### src/rtl/data_mem_sub.sv
// ----------------------------------------------------------------------------
// data_mem_sub
// Synchronous data memory for the MIPS datapath. Handles byte, halfword and
// word loads and stores in big-endian byte order. Loads are sign- or
// zero-extended. A misaligned access or an illegal size is flagged as an error
// and does not touch the array. Each access is one valid/ready request,
// followed by a response that is held until the consumer takes it. The load
// latency RD_LAT (1..4) is set by a parameter.
//
// Ports
//   clk         in   rising-edge clock
//   rst_n       in   asynchronous active-low reset
//   req_valid   in   request present
//   req_ready   out  block can accept a request (IDLE only)
//   req_write   in   1 = store, 0 = load
//   req_size    in   00 byte, 01 half, 10 word, 11 illegal
//   req_signed  in   sign-extend byte/half loads
//   req_addr    in   byte address (ADDR_W bits)
//   req_wdata   in   right-justified store data
//   rsp_valid   out  response present
//   rsp_ready   in   consumer takes response
//   rsp_data    out  extended load data; 0 for stores and errors
//   rsp_err     out  misaligned access or illegal size
// ----------------------------------------------------------------------------
module data_mem_sub #(
   parameter int ADDR_W = 8,
   parameter int RD_LAT = 1
) (
   input  logic              clk,
   input  logic              rst_n,
   input  logic              req_valid,
   output logic              req_ready,
   input  logic              req_write,
   input  logic [1:0]        req_size,
   input  logic              req_signed,
   input  logic [ADDR_W-1:0] req_addr,
   input  logic [31:0]       req_wdata,
   output logic              rsp_valid,
   input  logic              rsp_ready,
   output logic [31:0]       rsp_data,
   output logic              rsp_err
);

   localparam int DEPTH = 2 ** (ADDR_W - 2);
   localparam logic [1:0] CNT_INIT = 2'(RD_LAT - 1);

   typedef enum logic [1:0] {IDLE, WAIT, RESP} state_t;

   state_t            state_q;
   logic [1:0]        cnt_q;
   logic [31:0]       mem_q [DEPTH];
   logic [ADDR_W-1:0] addr_q;
   logic [1:0]        size_q;
   logic              signed_q;
   logic              req_ready_q;
   logic              rsp_valid_q;
   logic              rsp_err_q;
   logic [31:0]       rsp_data_q;
   logic              req_err;

   assign req_err = (req_size == 2'b11)
                 || (req_size == 2'b01 && req_addr[0])
                 || (req_size == 2'b10 && req_addr[1:0] != 2'b00);

   // Select the addressed lane of a word (offset 0 = bits [31:24]) and extend.
   function automatic logic [31:0] load_fmt(input logic [31:0] w, input logic [1:0] off,
                                            input logic [1:0] size, input logic sgn);
      logic [7:0]  b;
      logic [15:0] h;
      logic [31:0] r;
      case (off)
         2'b00:   b = w[31:24];
         2'b01:   b = w[23:16];
         2'b10:   b = w[15:8];
         default: b = w[7:0];
      endcase
      h = off[1] ? w[15:0] : w[31:16];
      case (size)
         2'b00:   r = {{24{sgn & b[7]}}, b};
         2'b01:   r = {{16{sgn & h[15]}}, h};
         default: r = w;
      endcase
      return r;
   endfunction

   // Merge right-justified store data into the addressed lanes only.
   function automatic logic [31:0] store_merge(input logic [31:0] w, input logic [31:0] wd,
                                               input logic [1:0] off, input logic [1:0] size);
      logic [31:0] r;
      r = w;
      case (size)
         2'b00: begin
            case (off)
               2'b00:   r[31:24] = wd[7:0];
               2'b01:   r[23:16] = wd[7:0];
               2'b10:   r[15:8]  = wd[7:0];
               default: r[7:0]   = wd[7:0];
            endcase
         end
         2'b01: begin
            if (off[1]) r[15:0] = wd[15:0];
            else        r[31:16] = wd[15:0];
         end
         default: r = wd;
      endcase
      return r;
   endfunction

   always_ff @(posedge clk or negedge rst_n) begin
      if (!rst_n) begin
         state_q     <= IDLE;
         cnt_q       <= 2'd0;
         addr_q      <= '0;
         size_q      <= 2'b00;
         signed_q    <= 1'b0;
         req_ready_q <= 1'b1;
         rsp_valid_q <= 1'b0;
         rsp_err_q   <= 1'b0;
         rsp_data_q  <= 32'd0;
         for (int i = 0; i < DEPTH; i++) mem_q[i] <= 32'd0;
      end else begin
         case (state_q)
            IDLE: begin
               if (req_valid) begin
                  addr_q      <= req_addr;
                  size_q      <= req_size;
                  signed_q    <= req_signed;
                  req_ready_q <= 1'b0;
                  if (req_err) begin
                     state_q     <= RESP;
                     rsp_valid_q <= 1'b1;
                     rsp_err_q   <= 1'b1;
                     rsp_data_q  <= 32'd0;
                  end else if (req_write) begin
                     // Store commits here so the next load already sees it.
                     mem_q[req_addr[ADDR_W-1:2]] <=
                        store_merge(mem_q[req_addr[ADDR_W-1:2]], req_wdata, req_addr[1:0], req_size);
                     state_q     <= RESP;
                     rsp_valid_q <= 1'b1;
                     rsp_err_q   <= 1'b0;
                     rsp_data_q  <= 32'd0;
                  end else if (RD_LAT == 1) begin
                     state_q     <= RESP;
                     rsp_valid_q <= 1'b1;
                     rsp_err_q   <= 1'b0;
                     rsp_data_q  <= load_fmt(mem_q[req_addr[ADDR_W-1:2]], req_addr[1:0],
                                             req_size, req_signed);
                  end else begin
                     state_q <= WAIT;
                     cnt_q   <= CNT_INIT;
                  end
               end
            end
            WAIT: begin
               if (cnt_q == 2'd1) begin
                  // Array cannot change while waiting: only one access is in flight.
                  state_q     <= RESP;
                  cnt_q       <= 2'd0;
                  rsp_valid_q <= 1'b1;
                  rsp_err_q   <= 1'b0;
                  rsp_data_q  <= load_fmt(mem_q[addr_q[ADDR_W-1:2]], addr_q[1:0], size_q, signed_q);
               end else begin
                  cnt_q <= cnt_q - 2'd1;
               end
            end
            RESP: begin
               if (rsp_ready) begin
                  state_q     <= IDLE;
                  req_ready_q <= 1'b1;
                  rsp_valid_q <= 1'b0;
                  rsp_err_q   <= 1'b0;
                  rsp_data_q  <= 32'd0;
               end
            end
            default: begin
               state_q     <= IDLE;
               req_ready_q <= 1'b1;
               rsp_valid_q <= 1'b0;
            end
         endcase
      end
   end

   assign req_ready = req_ready_q;
   assign rsp_valid = rsp_valid_q;
   assign rsp_data  = rsp_data_q;
   assign rsp_err   = rsp_err_q;

endmodule

### config.mk
export PLATFORM = sky130hd
export DESIGN_NAME = data_mem_sub
export DESIGN_NICKNAME = d
export VERILOG_FILES = /design/src/rtl/data_mem_sub.sv
export SDC_FILE = /design/constraint.sdc
export NUM_CORES = 2
export LEC_CHECK = 0
export BUFFER_PORTS_ARGS = -buffer_cell sky130_fd_sc_hd__buf_2
export CAP_MARGIN = 20
export CORE_MARGIN = 4
export CORE_UTILIZATION = 38
export DETAILED_ROUTE_END_ITERATION = 7
export PLACE_DENSITY = 0.51
export REMOVE_ABC_BUFFERS = 1
export SYNTH_ARGS = -nofsm -noshare
export SYNTH_HDL_FRONTEND = slang
export SYNTH_SLANG_ARGS = --single-unit
### constraint.sdc
create_clock -name clk -period 5.5 [get_ports clk]
set_clock_uncertainty 0.05 [all_clocks]
set_input_delay 0.55 -clock clk [delete_from_list [all_inputs] [get_ports clk]]
set_output_delay 0.55 -clock clk [all_outputs]
set_load 0.01 [all_outputs]
==> results.toml <==
[sta]
final_hold_viol_count = 0
report.final.setup_viol = 0
min_period_ns = 4.31
fin_worst_hold_slack_ns = 0.167
setup_repair_after_global_routing_missed_its_margin = "false"
tightestPinTransition_ns = 1.22
fmaxAchievable_mhz = 232
relSlewSlack_pct = 18.0
timing.final.crit_share_pct = 78.3
maxSlewViolCount = 0

[worst_setup_path]
cp_buf_inv_count = 3
required_ns = 6.23
timing.critical_path.slowest_cell_delay_ns = 1.11
crit_cells = 11
reg2reg_capture_point = "rsp_data[4]"
critPathKind = "input pin to register"
crit_chain = "buf_8 > buf_4 > mux2i_1 > o22ai_1 > o31ai_1 > nand4_1 > nor4_1 > mux2i_1 > buf_4 > and3_1 > a211o_1"
setup.worst_path.end = "rsp_data[4]"
worst_r2r_startpoint = "mem_q[1436]"
critPathTopFamily = "simple AND/OR/NAND/NOR gates"
timing.critical_path.fanout_max = 42
startpoint = "req_addr[3]"
rrSetupSlack_ns = 1.41
critPathArrivalTime_ns = 5.03
worst_setup_path_end_kind = "register"
reg2regPathDepth = 9
worst_path_max_delay_cell = "sky130_fd_sc_hd__nor4_1"
start_kind = "input pin"

[floorplan]
fp-row-count = 180
num_io_pins = 83
die-height_um = 500
chipWidth_um = 500
floorplan.initialDensity_pct = 38.2
floorplan.core_area_mm2 = 0.241
die_area_mm2 = 0.250

[logic_synthesis]
ys_async_sr_fraction_pct = 100
post_synth_inst_count = 8940
synth-seq-cells = 2083
synth_area_per_cell_um2 = 10.3
synth-edff-count = 0
post_synth_instance_area_mm2 = 0.0918
synth_top_flop_cell = "sky130_fd_sc_hd__dfrtp_1"
synth.yosys.seq_area_share_pct = 56.8
yosysTopAreaCell = "sky130_fd_sc_hd__dfrtp_1"
yosys-top-cells-area = "sky130_fd_sc_hd__dfrtp_1 57%, sky130_fd_sc_hd__o21ai_0 9.9%, sky130_fd_sc_hd__nand2_1 7.9%, sky130_fd_sc_hd__mux2_2 5.1%, sky130_fd_sc_hd__clkbuf_1 2.4%"
yosys.cell_types.count = 89
ys.warnings.count = 0
post-synth-top-area-fraction_pct = 56.7

[pwr]
vdd.ir_drop.worst_v = 0.000319
power_mw = 34.2
leakage_power_total_nw = 46.5
power_density_mw_per_mm2 = 325

[global_routing]
global_route.usage.total_pct = 30.2
globalRouteOverflowTotal = 0
grt_antenna_before_repair = 38
grt_first_pass_wirelength_um = 544000
grt_start_max_net_pins = 161
via_count_of_the_first_global_routing_pass = 71092

[placed_design]
post_place_cells = 11853
globalplace.congestion = 0.963
io_buffer_count = 82
post-dp-hpwl_um = 249000

[clocking]
cts_root_buf = "sky130_fd_sc_hd__clkbuf_16"
clk-insertion-delay-late_ns = 0.90
cts_tree = "built"
clock_tree.buffer_depth = 3
cts_sink_count = 2083
cts_made_buffers = 223
clock_tree.htree_level_count = 4
clk_transition_reported_paths_ns = 0.06
number_of_setup_buffers_added_after_cts = 0

[drt]
vias = 72851
final_antenna_net_count = 0
drt_first_iter_violations = 7406
detail_route.wl_per_cell_um = 30.9
drc = 0
detailedRoute.firstPassIterationCount = 8
routed_wire_length_um = 380000
vias_per_cell = 5.93

[layout]
post_route_cells_drive_above_1_share_pct = 17.6
layout.nets = 8946
area_delta_synth_final_pct = 14.8
final_cell_count_no_fill = 12282
final_core_utilization_pct = 43.8

[outcome]
status = "finished, final reports clean"

[worst_hold_path]
worst_hold_path_type = "input pin to register"

[flow_run]
cap_viol_max_count = 0
## layout make-up
| class | instances | area [um^2] |
|---|---|---|
| Clock inverter | 61 | 678 |
| Tap cell | 3185 | 3990 |
| Multi-Input combinational cell | 5988 | 36300 |
| Sequential cell | 2083 | 52100 |
| Timing Repair Buffer | 588 | 5400 |
| Fill cell | 22861 | 135000 |
| Antenna cell | 17 | 42.5 |
| Clock buffer | 346 | 6770 |
| Inverter | 14 | 60.1 |
## layout by cell type (no fill, tap or decap), types with 22 or more instances in the layout
cell type / synthesis / final
sky130_fd_sc_hd__a21oi_1: 179 / 178
sky130_fd_sc_hd__a221o_1: 53 / 53
sky130_fd_sc_hd__a221oi_1: 161 / 161
sky130_fd_sc_hd__a22o_1: 45 / 45
sky130_fd_sc_hd__a22oi_1: 292 / 292
sky130_fd_sc_hd__a31oi_1: 47 / 47
sky130_fd_sc_hd__buf_12: 0 / 92
sky130_fd_sc_hd__buf_2: 122 / 78
sky130_fd_sc_hd__buf_4: 34 / 410
sky130_fd_sc_hd__clkbuf_1: 590 / 55
sky130_fd_sc_hd__clkbuf_16: 0 / 227
sky130_fd_sc_hd__clkbuf_8: 0 / 64
sky130_fd_sc_hd__clkinv_2: 0 / 34
sky130_fd_sc_hd__dfrtp_1: 2082 / 2082
sky130_fd_sc_hd__mux2_2: 416 / 416
sky130_fd_sc_hd__mux2i_1: 187 / 178
sky130_fd_sc_hd__mux4_2: 89 / 89
sky130_fd_sc_hd__nand2_1: 1926 / 1860
sky130_fd_sc_hd__nand2_2: 0 / 66
sky130_fd_sc_hd__nand3_1: 32 / 32
sky130_fd_sc_hd__nand4_1: 23 / 23
sky130_fd_sc_hd__nor2_1: 216 / 211
sky130_fd_sc_hd__o21ai_0: 1818 / 1818
sky130_fd_sc_hd__o21ai_1: 28 / 28
sky130_fd_sc_hd__o22a_1: 22 / 22
sky130_fd_sc_hd__o22ai_1: 59 / 59
sky130_fd_sc_hd__o2bb2ai_1: 25 / 25
## registers in the layout, indices dropped and copies added, names as in the netlist
name / count
mem_q: 2048
rsp_data: 32
req_ready: 1
rsp_err: 1
rsp_valid: 1
## metal layers
layer	global-route usage, %	share of wire [%]
met2	46.0	45
met5	0	0.016
met3	6.15	8.0
met1	40.7	42
met4	15.7	5.8
## cells in the mapped netlist (89+ instances only)
| master | n |
|---|---|
| sky130_fd_sc_hd__nand2_1 | 1926 |
| sky130_fd_sc_hd__nor2_1 | 216 |
| sky130_fd_sc_hd__a22oi_1 | 292 |
| sky130_fd_sc_hd__a21oi_1 | 179 |
| sky130_fd_sc_hd__o21ai_0 | 1818 |
| sky130_fd_sc_hd__dfrtp_1 | 2082 |
| sky130_fd_sc_hd__a221oi_1 | 161 |
| sky130_fd_sc_hd__mux4_2 | 89 |
| sky130_fd_sc_hd__buf_2 | 122 |
| sky130_fd_sc_hd__mux2i_1 | 187 |
| sky130_fd_sc_hd__mux2_2 | 416 |
| sky130_fd_sc_hd__clkbuf_1 | 590 |
## logic make-up (layout without fill, tap and decap cells)
family	Yosys count	in the layout	share of synthesized area (%)
compound gates	2906	2906	18.9
flops	2083	2083	56.8
buf+inv	869	1009	4.28
mux	696	696	9.37
other cells	0	17	0
simple gates	2386	2386	10.7
## power by group
group          switching (mW)  internal (mW)
Combinational            2.19          0.785
Sequential              0.206           15.7
Clock                    6.46           8.89
## through the flow
step,area [um^2],worst slack [ns],TNS [ns]
after global routing,105000,1.13,0
after floorplan,87900,-3.08,-4021.87
after detailed placement,97800,0.354,0
after CTS,105000,1.28,0
final,105000,1.19,0
after global placement,97700,0.399,0
## tightest hold or removal path, cell delays in order
cell,delay (ns)
sky130_fd_sc_hd__buf_2,0.13
sky130_fd_sc_hd__nor2_1,0.18
sky130_fd_sc_hd__nand2_1,0.12
sky130_fd_sc_hd__o211ai_1,0.07
## worst min-delay path by stage
stage | start | end | slack (ns) | cells past startpoint
floorplan | rst_n | mem_q[0] | 0.20 | 0
global placement | mem_q[1347] | mem_q[1347] | 0.40 | 2
detailed placement | mem_q[323] | mem_q[323] | 0.41 | 2
CTS | req_write | rsp_data[1] | 0.11 | 4
global route | req_write | rsp_data[1] | 0.15 | 4
finish | req_write | rsp_data[1] | 0.17 | 4
## repair_timing
item / 4_1_cts / 5_1_grt
endpoints found under the hold margin: 71 / 0
hold buffers: 4 / 0
endpoints found under the setup margin: 0 / 0
gates resized for setup: 0 / 0
(Power assumes the default switching activity.)
